File: config.mk
export PLATFORM = sky130hd
export DESIGN_NAME = dec_rr_sched_flat
export DESIGN_NICKNAME = d
export VERILOG_FILES = /design/src/rtl/dec_rr_sched_if.sv /design/src/rtl/dec_rr_sched.sv /design/src/flat_wrapper.sv
export SDC_FILE = /design/constraint.sdc
export NUM_CORES = 1
export LEC_CHECK = 0
export CAP_MARGIN = 10
export CORE_UTILIZATION = 60
export CTS_CLUSTER_SIZE = 28
export DETAILED_ROUTE_END_ITERATION = 12
export DONT_BUFFER_PORTS = 1
export PLACE_DENSITY = 0.73
export SYNTH_ARGS = -nofsm -noshare
export SYNTH_HDL_FRONTEND = slang
export SYNTH_SLANG_ARGS = --single-unit
File: constraint.sdc
create_clock -name clk -period 8.89 [get_ports clk]
set_input_delay 1.778 -clock clk [delete_from_list [all_inputs] [get_ports clk]]
set_output_delay 1.778 -clock clk [all_outputs]
set_load 0.05 [all_outputs]
File: src/rtl/dec_rr_sched_if.sv
// Bus between the requester logic and the round-robin decoder scheduler.
//   master (requester side): drives en, req, dwell; observes grant outputs.
//   slave  (scheduler side): observes en, req, dwell; drives sel, onehot,
//                            grant_valid, ack, busy_cnt.
interface dec_rr_sched_if #(
    parameter int unsigned DWELL_W = 8
);
    logic               en;
    logic [7:0]         req;
    logic [DWELL_W-1:0] dwell;
    logic [2:0]         sel;
    logic [7:0]         onehot;
    logic               grant_valid;
    logic [7:0]         ack;
    logic [DWELL_W-1:0] busy_cnt;

    modport master (
        output en, req, dwell,
        input  sel, onehot, grant_valid, ack, busy_cnt
    );

    modport slave (
        input  en, req, dwell,
        output sel, onehot, grant_valid, ack, busy_cnt
    );
endinterface

File: src/rtl/dec_rr_sched.sv
// Round-robin scheduler sharing a 3-to-8 one-hot decoder among eight requesters.
// Ports:
//   clk    - single clock, rising edge
//   rst_n  - synchronous active-low reset
//   bus    - dec_rr_sched_if.slave: en/req/dwell in; sel/onehot/grant_valid/
//            ack/busy_cnt out (all outputs registered)
module dec_rr_sched #(
    parameter int unsigned DWELL_W = 8
) (
    input  logic           clk,
    input  logic           rst_n,
    dec_rr_sched_if.slave  bus
);
    typedef enum logic {IDLE, HOLD} state_t;

    localparam logic [DWELL_W-1:0] CNT_ONE = DWELL_W'(1);

    state_t             state, state_n;
    logic [2:0]         sel_q, sel_n;
    logic [2:0]         last_q, last_n;
    logic [7:0]         onehot_q, onehot_n;
    logic [7:0]         ack_q, ack_n;
    logic               gv_q, gv_n;
    logic [DWELL_W-1:0] cnt_q, cnt_n;

    logic [2:0]         win;
    logic               win_found;
    logic [2:0]         idx;

    // Scan last+1 .. last+8 (mod 8); the first set request wins.
    always_comb begin
        win       = '0;
        win_found = 1'b0;
        idx       = '0;
        for (int unsigned i = 1; i <= 8; i++) begin
            idx = last_q + 3'(i);
            if (!win_found && bus.req[idx]) begin
                win       = idx;
                win_found = 1'b1;
            end
        end
    end

    always_comb begin
        state_n  = state;
        sel_n    = sel_q;
        last_n   = last_q;
        onehot_n = onehot_q;
        gv_n     = gv_q;
        cnt_n    = cnt_q;
        ack_n    = '0;
        case (state)
            IDLE: begin
                if (bus.en && win_found) begin
                    state_n  = HOLD;
                    sel_n    = win;
                    onehot_n = 8'b1 << win;
                    gv_n     = 1'b1;
                    cnt_n    = (bus.dwell == '0) ? CNT_ONE : bus.dwell;
                end
            end
            HOLD: begin
                if (!bus.req[sel_q]) begin
                    // Withdrawn: abort without ack; requester still loses its turn.
                    state_n  = IDLE;
                    last_n   = sel_q;
                    onehot_n = '0;
                    gv_n     = 1'b0;
                    cnt_n    = '0;
                end else if (cnt_q == CNT_ONE) begin
                    state_n  = IDLE;
                    last_n   = sel_q;
                    ack_n    = 8'b1 << sel_q;
                    onehot_n = '0;
                    gv_n     = 1'b0;
                    cnt_n    = '0;
                end else begin
                    cnt_n = cnt_q - CNT_ONE;
                end
            end
            default: state_n = IDLE;
        endcase
    end

    always_ff @(posedge clk) begin
        if (!rst_n) begin
            state    <= IDLE;
            sel_q    <= '0;
            last_q   <= 3'd7;
            onehot_q <= '0;
            ack_q    <= '0;
            gv_q     <= 1'b0;
            cnt_q    <= '0;
        end else begin
            state    <= state_n;
            sel_q    <= sel_n;
            last_q   <= last_n;
            onehot_q <= onehot_n;
            ack_q    <= ack_n;
            gv_q     <= gv_n;
            cnt_q    <= cnt_n;
        end
    end

    assign bus.sel         = sel_q;
    assign bus.onehot      = onehot_q;
    assign bus.grant_valid = gv_q;
    assign bus.ack         = ack_q;
    assign bus.busy_cnt    = cnt_q;
endmodule
File: src/flat_wrapper.sv
// flat-port wrapper written by rule: the top's interface ports become plain ports
module dec_rr_sched_flat 
#(
    parameter int unsigned DWELL_W = 8
)
  (clk, rst_n, bus_en, bus_req, bus_dwell, bus_sel, bus_onehot, bus_grant_valid, bus_ack, bus_busy_cnt);
  dec_rr_sched_if #(.DWELL_W(DWELL_W)) bus_i ();
  input  logic clk;
  input  logic rst_n;
  input wire logic [$bits(bus_i.en)-1:0] bus_en;
  input wire logic [$bits(bus_i.req)-1:0] bus_req;
  input wire logic [$bits(bus_i.dwell)-1:0] bus_dwell;
  output wire logic [$bits(bus_i.sel)-1:0] bus_sel;
  output wire logic [$bits(bus_i.onehot)-1:0] bus_onehot;
  output wire logic [$bits(bus_i.grant_valid)-1:0] bus_grant_valid;
  output wire logic [$bits(bus_i.ack)-1:0] bus_ack;
  output wire logic [$bits(bus_i.busy_cnt)-1:0] bus_busy_cnt;
  assign bus_i.en = bus_en;
  assign bus_i.req = bus_req;
  assign bus_i.dwell = bus_dwell;
  assign bus_sel = bus_i.sel;
  assign bus_onehot = bus_i.onehot;
  assign bus_grant_valid = bus_i.grant_valid;
  assign bus_ack = bus_i.ack;
  assign bus_busy_cnt = bus_i.busy_cnt;
  dec_rr_sched #(.DWELL_W(DWELL_W)) u_core (.clk(clk), .rst_n(rst_n), .bus(bus_i));
endmodule
==> impl_metrics.py, run 1 <==
metrics = {
    "logic_synthesis": {
        "yosys.area.top_type": "dfxtp_1",
        "synth_area_leaders": "dfxtp_1 27%, mux2i_1 9.4%, mux4_2 7.7%",
        "synth_edf_count": 0,
        "synthFlopType": "dfxtp_1",
        "seq_area_frac_synth_pct": 27.3,
        "syn_nets": 292,
        "synthCells": 269,
        "synth_top_area_share_pct": 27.3,
        "synthesis.area_sq_um": 2340,
        "synth-async-reset-ratio_pct": 0,
        "avgSynthCellArea_sq_um": 8.72,
        "synth_warnings": 0,
        "ys_ff_latch": 32,
        "yosys.cell_types.count": 58,
    },
    "setup_path": {
        "worstSetupPathType": "reg2reg",
        "cp-start-kind": "flip-flop",
        "critical_path_arrival_ps": 4210,
        "worstPathMaxFanout": 14,
        "cp.required_ps": 9070,
        "worstSetupEndpointType": "flip-flop",
    },
    "sta": {
        "max_freq_mhz": 249,
        "fin_crit_sh_pct": 45.2,
        "setup-tns-final_ps": 0,
        "setup_viol": 0,
        "fin_skew_ps": 1.30,
        "post-route-min-period_ps": 4020,
        "report.final.slew_viol_count": 0,
        "hold_viol_final": 0,
        "slew_headroom_pct": 40.4,
        "rsz0062_at_grt": "no",
        "tightest_slew_ps": 894,
    },
    "clock_network": {
        "clock_latency_ps": 280,
        "cts_tree": "done",
        "cts_root_buf": "clkbuf_8",
        "post_cts_buffers": 0,
        "clockBufferDepth": 2,
        "cts.clk_slew.worst_paths_ps": 60,
        "htreeDepth": 2,
        "cts.repair.resized": 0,
        "hold_buffers": 0,
        "cts_sinks": 32,
        "cts_buffers": 5,
    },
    "routing": {
        "drt_iter0_markers": 206,
        "route.detailed.drc": 0,
        "vias": 2079,
        "ant_nets": 0,
        "wl_per_cell_um": 18.1,
        "firstDrtPassIters": 4,
        "drt-total-wl_um": 5650,
        "viasPerCell": 6.66,
    },
    "finish": {
        "syn_to_final_growth_pct": 3.25,
        "nNetsFinal": 287,
        "final_common_cell": "dfxtp_1",
        "seq_area_sq_um": 641,
        "drive_gt1_share_pct": 10.6,
        "diodes": 0,
        "multi_input_area_sq_um": 1570,
        "fin_cells": 312,
        "design_area_sq_um": 2420,
        "filler_cell_count": 327,
        "layout_common_cells": "32 x dfxtp_1, 26 x nand2_1, 25 x nor2_1",
    },
    "power": {
        "p_comb_share_pct": 42.1,
        "seqPwrFrac_pct": 39.6,
        "p_int_mw": 0.305,
        "peakVddDrop_mv": 0.155,
        "p_sw_share_pct": 45.0,
        "power_density_nw_per_um2": 229,
        "p_leak_nw": 0.924,
        "pwr-share-clk_pct": 18.3,
        "p_switching_mw": 0.249,
    },
    "global_routing": {
        "antenna_found_initial": 0,
        "grt_pass1_vias": 1972,
        "overflow": 0,
        "grt_max_degree": 25,
        "grt_pass1_wl_um": 9400,
        "grt_use_total_pct": 29.0,
    },
    "floorplan": {
        "rows": 22,
        "initial_utilization_pct": 63.1,
        "fp.dieH_um": 64.5,
        "die_x_um": 64.5,
        "core_area_sq_um": 3720,
        "io_pins": 47,
        "dieArea_sq_um": 4160,
    },
    "placement": {
        "place.detailed.hpwl_um": 4230,
        "io_buffers": 0,
        "dp_cells": 305,
        "gp_routability_congestion": 0.935,
        "place_area_sq_um": 2340,
    },
    "flow_run": {
        "maxCapViolCount": 0,
    },
    "run_status": {
        "outcome": "complete, no violations",
    },
    "hold_path": {
        "min_path_type": "reg2reg",
    },
}
-- worst max-delay path, cell delays in order, from the launching register on --
cell and delay (ps):
dfxtp_1 780, inv_1 220, ha_1 710, mux2i_1 440
mux2i_1 120, o221ai_1 480, nand3_1 210, o31a_1 440
nand2b_1 340, o32ai_1 170
-- layer usage --
| layer | GRT usage, % | vias to the layer above | part of all wire (%) |
|---|---|---|---|
| li1 | - | 1015 | - |
| met1 | 41.3 | 984 | 48 |
| met2 | 42.5 | 76 | 45 |
| met3 | 7.57 | 4 | 6.9 |
| met4 | 8.89 | 0 | 0.69 |
| met5 | 0 | - | 0 |
-- synthesized netlist by cell type (all sizes together) (3+ instances only) --
master / number
dfxtp: 32
nand2: 26
nor2: 25
mux2i: 22
inv: 17
a21oi: 11
buf: 11
o21ai: 9
o32ai: 9
mux4: 8
nand3: 8
nand2b: 7
nor3: 6
a211oi: 5
a32o: 5
and2: 5
ha: 4
xor2: 4
and3: 3
mux2: 3
o211ai: 3
o221ai: 3
o22ai: 3
xnor2: 3
-- cells by family after synthesis --
logic type	synth area share [%]
AO/OA/AOI/OAI	24.4
adder cells (fa/ha/maj)	2.13
XOR/XNOR	3.42
multiplexers	18.5
AND/OR/NAND/NOR	18.4
flip-flops	27.3
buffers and inverters	5.82
-- stage by stage --
| stage | hold slack, ps | power (mW) | utilization [%] | setup slack, ps |
|---|---|---|---|---|
| 2_1_floorplan | 616 | 0.410 | - | 5200 |
| 3_3_place_gp | 683 | 0.449 | 63.1 | 4890 |
| 3_5_place_dp | 690 | 0.451 | 63.1 | 4860 |
| 4_1_cts | 700 | 0.553 | 65.2 | 4950 |
| 5_1_grt | 709 | 0.590 | 65.2 | 4660 |
| 6_report | 697 | 0.554 | 65.2 | 4870 |
-- path summary, 6_finish.rpt --
| kind | startpoint | slack (ps) | endpoint | depth (start not counted) |
|---|---|---|---|---|
| worst max-delay path | u_core.last_q[1] | 4870 | u_core.bus.onehot[7] | 9 |
| worst min-delay path | u_core.bus.onehot[6] | 700 | u_core.bus.onehot[6] | 2 |
| worst max register to register | u_core.last_q[1] | 4870 | u_core.bus.onehot[7] | 9 |
| worst min register to register | u_core.bus.onehot[6] | 700 | u_core.bus.onehot[6] | 2 |
-- power by group through the flow --
stage	combinational (mW)	sequential [mW]	clock, mW
4_1_cts	0.230	0.219	0.104
5_1_grt	0.258	0.222	0.110
6_report	0.233	0.220	0.101
3_5_place_dp	0.229	0.222	0
2_1_floorplan	0.200	0.210	0
3_3_place_gp	0.227	0.222	0
-- flip-flops by register name (all words and copies together), names as in the netlist --
register / flops
u_core.last_q: 3
u_core.bus.busy_cnt: 8
u_core.state: 1
u_core.bus.sel: 3
u_core.bus.grant_valid: 1
u_core.bus.onehot: 8
u_core.bus.ack: 8
-- cell type report --
class / count / area share (%)
clock buffers: 6 / 3.00
clock inverters: 1 / 0.207
inverters: 18 / 2.79
multi-input cells: 206 / 64.8
flip-flops and latches: 32 / 26.5
well taps: 48 / 2.48
repair buffers: 1 / 0.310
Power figures use the tool's default switching activity.
==> run 2, diff against run 1 <==
Settings changed: CORE_UTILIZATION 60 to 57, PLACE_DENSITY 0.73 to 0.72.
Clock period 8.89 ns to 3.5 ns, I/O delays scaled along.
==> run 2 against run 1 <==
  * Power grew to 2.8 times the previous value
  * Fmax rose by 23%
  * Global-route usage shrank 0.82 points
  * Worst hold slack got worse by 230 ps
  * Design area increased by 4.8%
  * Via count hardly changed
  * Register-to-register slack got worse by 4600 ps
  * Die area is 5.1% higher
  * Utilization rose by 1.6 points
  * Sequential share of layout area is 1.2 points lower
  * Sequential power is 140% higher
==> impl_metrics.py, run 2 (synthesis results as in run 1) <==
metrics = {
    "routing": {
        "wl_met2_um": 2530,
        "firstDrtPassIters": 4,
        "drt_iter0_markers": 169,
        "route.detailed.drc": 0,
        "wl_per_cell_um": 17.4,
        "viasPerCell": 6.45,
        "vias": 2078,
        "wl_met1_um": 2610,
        "met3_wirelength_um": 394,
        "ant_nets": 0,
        "highest_layer": "met4",
        "drt-total-wl_um": 5620,
    },
    "global_routing": {
        "grt_pass1_wl_um": 9270,
        "overflow": 0,
        "antenna_found_initial": 0,
        "grt_pass1_vias": 1918,
        "grt_max_degree": 24,
        "grt_use_total_pct": 28.2,
    },
    "power": {
        "p_total_mw": 1.56,
        "seqPwrFrac_pct": 33.2,
        "peakVddDrop_mv": 0.400,
        "p_sw_share_pct": 41.6,
        "power_density_nw_per_um2": 617,
        "p_leak_nw": 0.991,
        "p_int_mw": 0.914,
        "p_comb_share_pct": 41.8,
        "pwr-share-clk_pct": 25.0,
        "p_switching_mw": 0.651,
    },
    "setup_path": {
        "reg2reg_to": "u_core.bus.onehot[0]",
        "worstRegToRegCells": 9,
        "cp_slowest_cell": "ha_1",
        "crit_top_cell": "mux2i_1",
        "path_delay_family": "compound AO/OA/AOI/OAI gates",
        "worstSetupPathType": "reg2reg",
        "cp_num_buf_inv": 1,
        "worstSetupEndpointType": "flip-flop",
        "cp.required_ps": 3690,
        "worstPathCellList": "inv_1, ha_1, mux2i_1, mux2i_1, o211ai_2, nand4_2, o31a_1, nand2b_1, o32ai_1",
        "crit-reg2reg-launch": "u_core.last_q[1]",
        "max_stage_delay_ps": 620,
        "reg2reg_slack_ps": 230,
        "worstPathMaxFanout": 13,
        "critical_path_arrival_ps": 3460,
        "cp-start-kind": "flip-flop",
    },
    "hold_path": {
        "worstHoldPathCells": 1,
        "min_to": "u_core.last_q[0]",
        "min_path_type": "in2reg",
        "hold_start": "rst_n",
    },
    "floorplan": {
        "io_pins": 47,
        "dieArea_sq_um": 4370,
        "core_area_sq_um": 3800,
        "die_x_um": 66.1,
        "fp.dieH_um": 66.1,
        "rows": 22,
        "initial_utilization_pct": 61.7,
    },
    "clock_network": {
        "cts_tree": "done",
        "cts_root_buf": "clkbuf_8",
        "post_cts_buffers": 0,
        "cts.clk_slew.worst_paths_ps": 70,
        "clockBufferDepth": 2,
        "cts_sinks": 32,
        "htreeDepth": 2,
        "cts_buffers": 5,
        "clock_latency_ps": 290,
        "cts.repair.resized": 0,
        "hold_buffers": 0,
    },
    "run_status": {
        "outcome": "complete, no violations",
    },
    "finish": {
        "utilization_pct": 66.8,
        "layout_common_cells": "32 x dfxtp_1, 26 x nand2_1, 25 x nor2_1",
        "drive_gt1_share_pct": 14.2,
        "diodes": 0,
        "filler_cell_count": 319,
        "syn_to_final_growth_pct": 8.22,
        "final_common_cell": "dfxtp_1",
        "nNetsFinal": 296,
    },
    "sta": {
        "max_freq_mhz": 306,
        "post-route-min-period_ps": 3270,
        "fin_skew_ps": 12.0,
        "hold_viol_final": 0,
        "slew_headroom_pct": 54.4,
        "setup_viol": 0,
        "setup-tns-final_ps": 0,
        "fin_crit_sh_pct": 93.4,
        "rsz0062_at_grt": "no",
        "tightest_slew_ps": 682,
        "report.final.slew_viol_count": 0,
    },
    "flow_run": {
        "maxCapViolCount": 0,
    },
    "placement": {
        "io_buffers": 0,
        "place.detailed.hpwl_um": 4170,
        "gp_routability_congestion": 0.910,
    },
}
run 2: worst max-delay path by stage:
stage | startpoint | endpoint | slack (ps) | cells past startpoint
finish | u_core.last_q[1] | u_core.bus.onehot[0] | 230 | 9
detailed placement | u_core.last_q[1] | u_core.bus.onehot[0] | 280 | 9
CTS | u_core.last_q[1] | u_core.bus.onehot[0] | 220 | 9
global route | u_core.last_q[1] | u_core.bus.onehot[5] | 10 | 9
floorplan | u_core.last_q[1] | u_core.bus.onehot[4] | 470 | 11
global placement | u_core.last_q[0] | u_core.bus.onehot[0] | 440 | 9
run 2: metrics by stage:
step                      hold WS (ps)  instances  setup slack, ps  instance area (sq um)
after floorplan                    616        269              474                   2340
after global placement             580        314              437                   2410
after detailed placement           594        314              280                   2410
after CTS                          465        322              225                   2540
after global routing               459        322             11.3                   2540
final                              468        322              230                   2540
run 2: per-layer routing:
metal  vias up  global-route usage [%]
li1       1029                       -
met4         0                    10.4
met5         -                       0
met3         9                    6.72
met2        85                    41.5
met1       955                    39.7
run 2: worst reg2reg max path, stage by stage (launching register included):
cell	delay, ps
dfxtp_1	330
inv_1	80
ha_1	620
mux2i_1	400
mux2i_1	170
o211ai_2	300
nand4_2	260
o31a_1	500
nand2b_1	340
o32ai_1	170
run 2: cell type report:
type / instances / area [sq um] / share of cell area (%)
Clock buffer: 7 / 96.3 / 3.80
Clock inverter: 1 / 30.0 / 1.18
Inverter: 18 / 67.6 / 2.66
Multi-Input combinational cell: 206 / 1570 / 61.8
Sequential cell: 32 / 641 / 25.2
Tap cell: 48 / 60.1 / 2.37
Timing Repair Buffer: 10 / 75.1 / 2.96
run 2: power groups by stage:
stage | combinational (mW) | clock [mW] | sequential (mW)
6_report | 0.654 | 0.391 | 0.520
2_1_floorplan | 0.507 | 0 | 0.533
3_5_place_dp | 0.641 | 0 | 0.528
3_3_place_gp | 0.635 | 0 | 0.528
5_1_grt | 0.713 | 0.413 | 0.527
4_1_cts | 0.647 | 0.396 | 0.520
==> run 3, diff against run 2 <==
Settings changed: CORE_ASPECT_RATIO set to 1.25, CORE_UTILIZATION 57 to 60, CTS_BUF_LIST set to sky130_fd_sc_hd__clkbuf_16, PLACE_DENSITY 0.72 to 0.73.
Clock period 3.5 ns to 4.1 ns, I/O delays scaled along.
==> run 3 against run 2 <==
  * The flow now finishes with violations (design-rule violations)
  * Fmax is 1.6% lower
  * Combinational power is 19% lower
  * Utilization is 0.33 points higher
  * Clock-buffer cell count is 2 lower
  * Setup slack better by 550 ps
  * First-iteration DRC count is 28% higher
  * Worst hold slack better by 47 ps
  * Power is 10% lower
  * Flip-flop and latch count stayed put
  * Cell count is 4.3% lower
  * Largest power group unchanged
==> impl_metrics.py, run 3 (synthesis results as in run 1) <==
metrics = {
    "floorplan": {
        "core_area_sq_um": 3750,
        "fp.dieH_um": 71.9,
        "rows": 25,
        "die_x_um": 57.9,
        "dieArea_sq_um": 4160,
        "initial_utilization_pct": 62.5,
        "io_pins": 47,
    },
    "setup_path": {
        "worstSetupEndpointType": "flip-flop",
        "reg2reg_slack_ps": 780,
        "cp_num_buf_inv": 1,
        "cp-start-kind": "flip-flop",
        "worstSetupPathType": "reg2reg",
        "crit_top_cell": "mux2i_1",
        "max_stage_delay_ps": 630,
        "cp_slowest_cell": "ha_1",
        "critical_path_arrival_ps": 3500,
        "cp.required_ps": 4280,
        "path_delay_family": "compound AO/OA/AOI/OAI gates",
        "worstPathMaxFanout": 13,
        "worstPathCellList": "inv_1, ha_1, mux2i_1, mux2i_1, o221ai_1, nand3_1, o31a_1, nand2b_1, o32ai_1",
    },
    "sta": {
        "rsz0062_at_grt": "no",
        "hold_viol_final": 0,
        "report.final.slew_viol_count": 0,
        "max_freq_mhz": 301,
        "post-route-min-period_ps": 3320,
        "slew_headroom_pct": 52.1,
        "fin_crit_sh_pct": 81.0,
        "hold_ws_ps": 515,
        "fin_skew_ps": 6.24,
        "setup_viol": 0,
        "setup-tns-final_ps": 0,
        "finalWorstSetupSlack_ps": 778,
        "tightest_slew_ps": 717,
    },
    "clock_network": {
        "cts_tree": "done",
        "cts_root_buf": "clkbuf_16",
        "cts_buffers": 5,
        "cts.repair.resized": 0,
        "cts_sinks": 32,
        "htreeDepth": 2,
        "clock_latency_ps": 280,
        "clockBufferDepth": 2,
        "hold_buffers": 0,
        "post_cts_buffers": 0,
        "cts.clk_slew.worst_paths_ps": 50,
    },
    "global_routing": {
        "grt_use_total_pct": 28.9,
        "grt_max_degree": 24,
        "antenna_found_initial": 0,
        "overflow": 0,
        "grt_pass1_wl_um": 9230,
        "grt_pass1_vias": 2011,
    },
    "finish": {
        "drive_gt1_share_pct": 11.9,
        "diodes": 0,
        "syn_to_final_growth_pct": 7.47,
        "filler_cell_count": 318,
        "layout_common_cells": "32 x dfxtp_1, 26 x nand2_1, 25 x nor2_1",
        "final_common_cell": "dfxtp_1",
        "fin_cells": 308,
        "nNetsFinal": 290,
    },
    "routing": {
        "ant_nets": 0,
        "viasPerCell": 6.73,
        "wl_per_cell_um": 18.4,
        "route.detailed.drc": 3,
        "vias": 2074,
        "firstDrtPassIters": 8,
        "drt_iter0_markers": 216,
        "drt-total-wl_um": 5660,
    },
    "power": {
        "p_switching_mw": 0.568,
        "pwr-share-clk_pct": 29.9,
        "p_int_mw": 0.835,
        "p_sw_share_pct": 40.5,
        "power_density_nw_per_um2": 557,
        "p_leak_nw": 0.983,
        "p_comb_share_pct": 37.9,
        "seqPwrFrac_pct": 32.2,
        "peakVddDrop_mv": 0.428,
        "p_total_mw": 1.40,
    },
    "run_status": {
        "outcome": "complete, but fails checks",
        "violations": "design-rule violations",
    },
    "placement": {
        "post-place-ws_ps": 806,
        "io_buffers": 0,
        "dp_cells": 300,
        "place.detailed.hpwl_um": 4210,
        "gp_routability_congestion": 0.891,
    },
    "hold_path": {
        "min_path_type": "reg2reg",
    },
    "flow_run": {
        "maxCapViolCount": 0,
    },
}
[run 3: changes by cell type in the layout (fill, tap and decap cells not counted)]
cell,previous run,this run
inv_1,17,18
clkbuf_16,0,5
buf_4,10,4
clkbuf_8,7,0
clkinv_2,0,1
[run 3: worst min-delay path: stages (launching register included)]
cell and delay, ps:
dfxtp_1 320, nor2_1 100, a211oi_1 50
[run 3: layer usage]
metal | part of all wire (%) | track usage (%)
met5 | 0 | 0
met4 | 2.4 | 13.8
met3 | 6.5 | 5.88
met2 | 50 | 48.3
met1 | 41 | 35.3
[run 3: cell type report]
type / instances / area [sq um] / area share [%]
multi-input cells: 206 / 1570 / 62.2
flip-flops and latches: 32 / 641 / 25.4
clock buffers: 5 / 125 / 4.97
inverters: 18 / 67.6 / 2.68
well taps: 40 / 50.0 / 1.99
clock inverters: 3 / 38.8 / 1.54
repair buffers: 4 / 30.0 / 1.19
[run 3: final timing paths]
check / from / cells after the start / to
hold / removal: u_core.bus.sel[1] / 2 / u_core.bus.sel[1]
hold reg to reg: u_core.bus.sel[1] / 2 / u_core.bus.sel[1]
setup reg to reg: u_core.last_q[0] / 9 / u_core.bus.onehot[0]
setup / recovery: u_core.last_q[0] / 9 / u_core.bus.onehot[0]
[run 3: metrics by stage]
stage	utilization (%)	area [sq um]
floorplan	-	2340
global placement	62.8	2360
detailed placement	62.8	2360
CTS	67.1	2520
global route	67.1	2520
finish	67.1	2520
[run 3: power by group through the flow]
stage          clock [mW]  sequential, mW  combinational, mW
2_1_floorplan           0           0.455              0.433
3_3_place_gp            0           0.458              0.526
3_5_place_dp            0           0.459              0.525
4_1_cts             0.421           0.452              0.528
5_1_grt             0.433           0.456              0.583
6_report            0.419           0.452              0.532
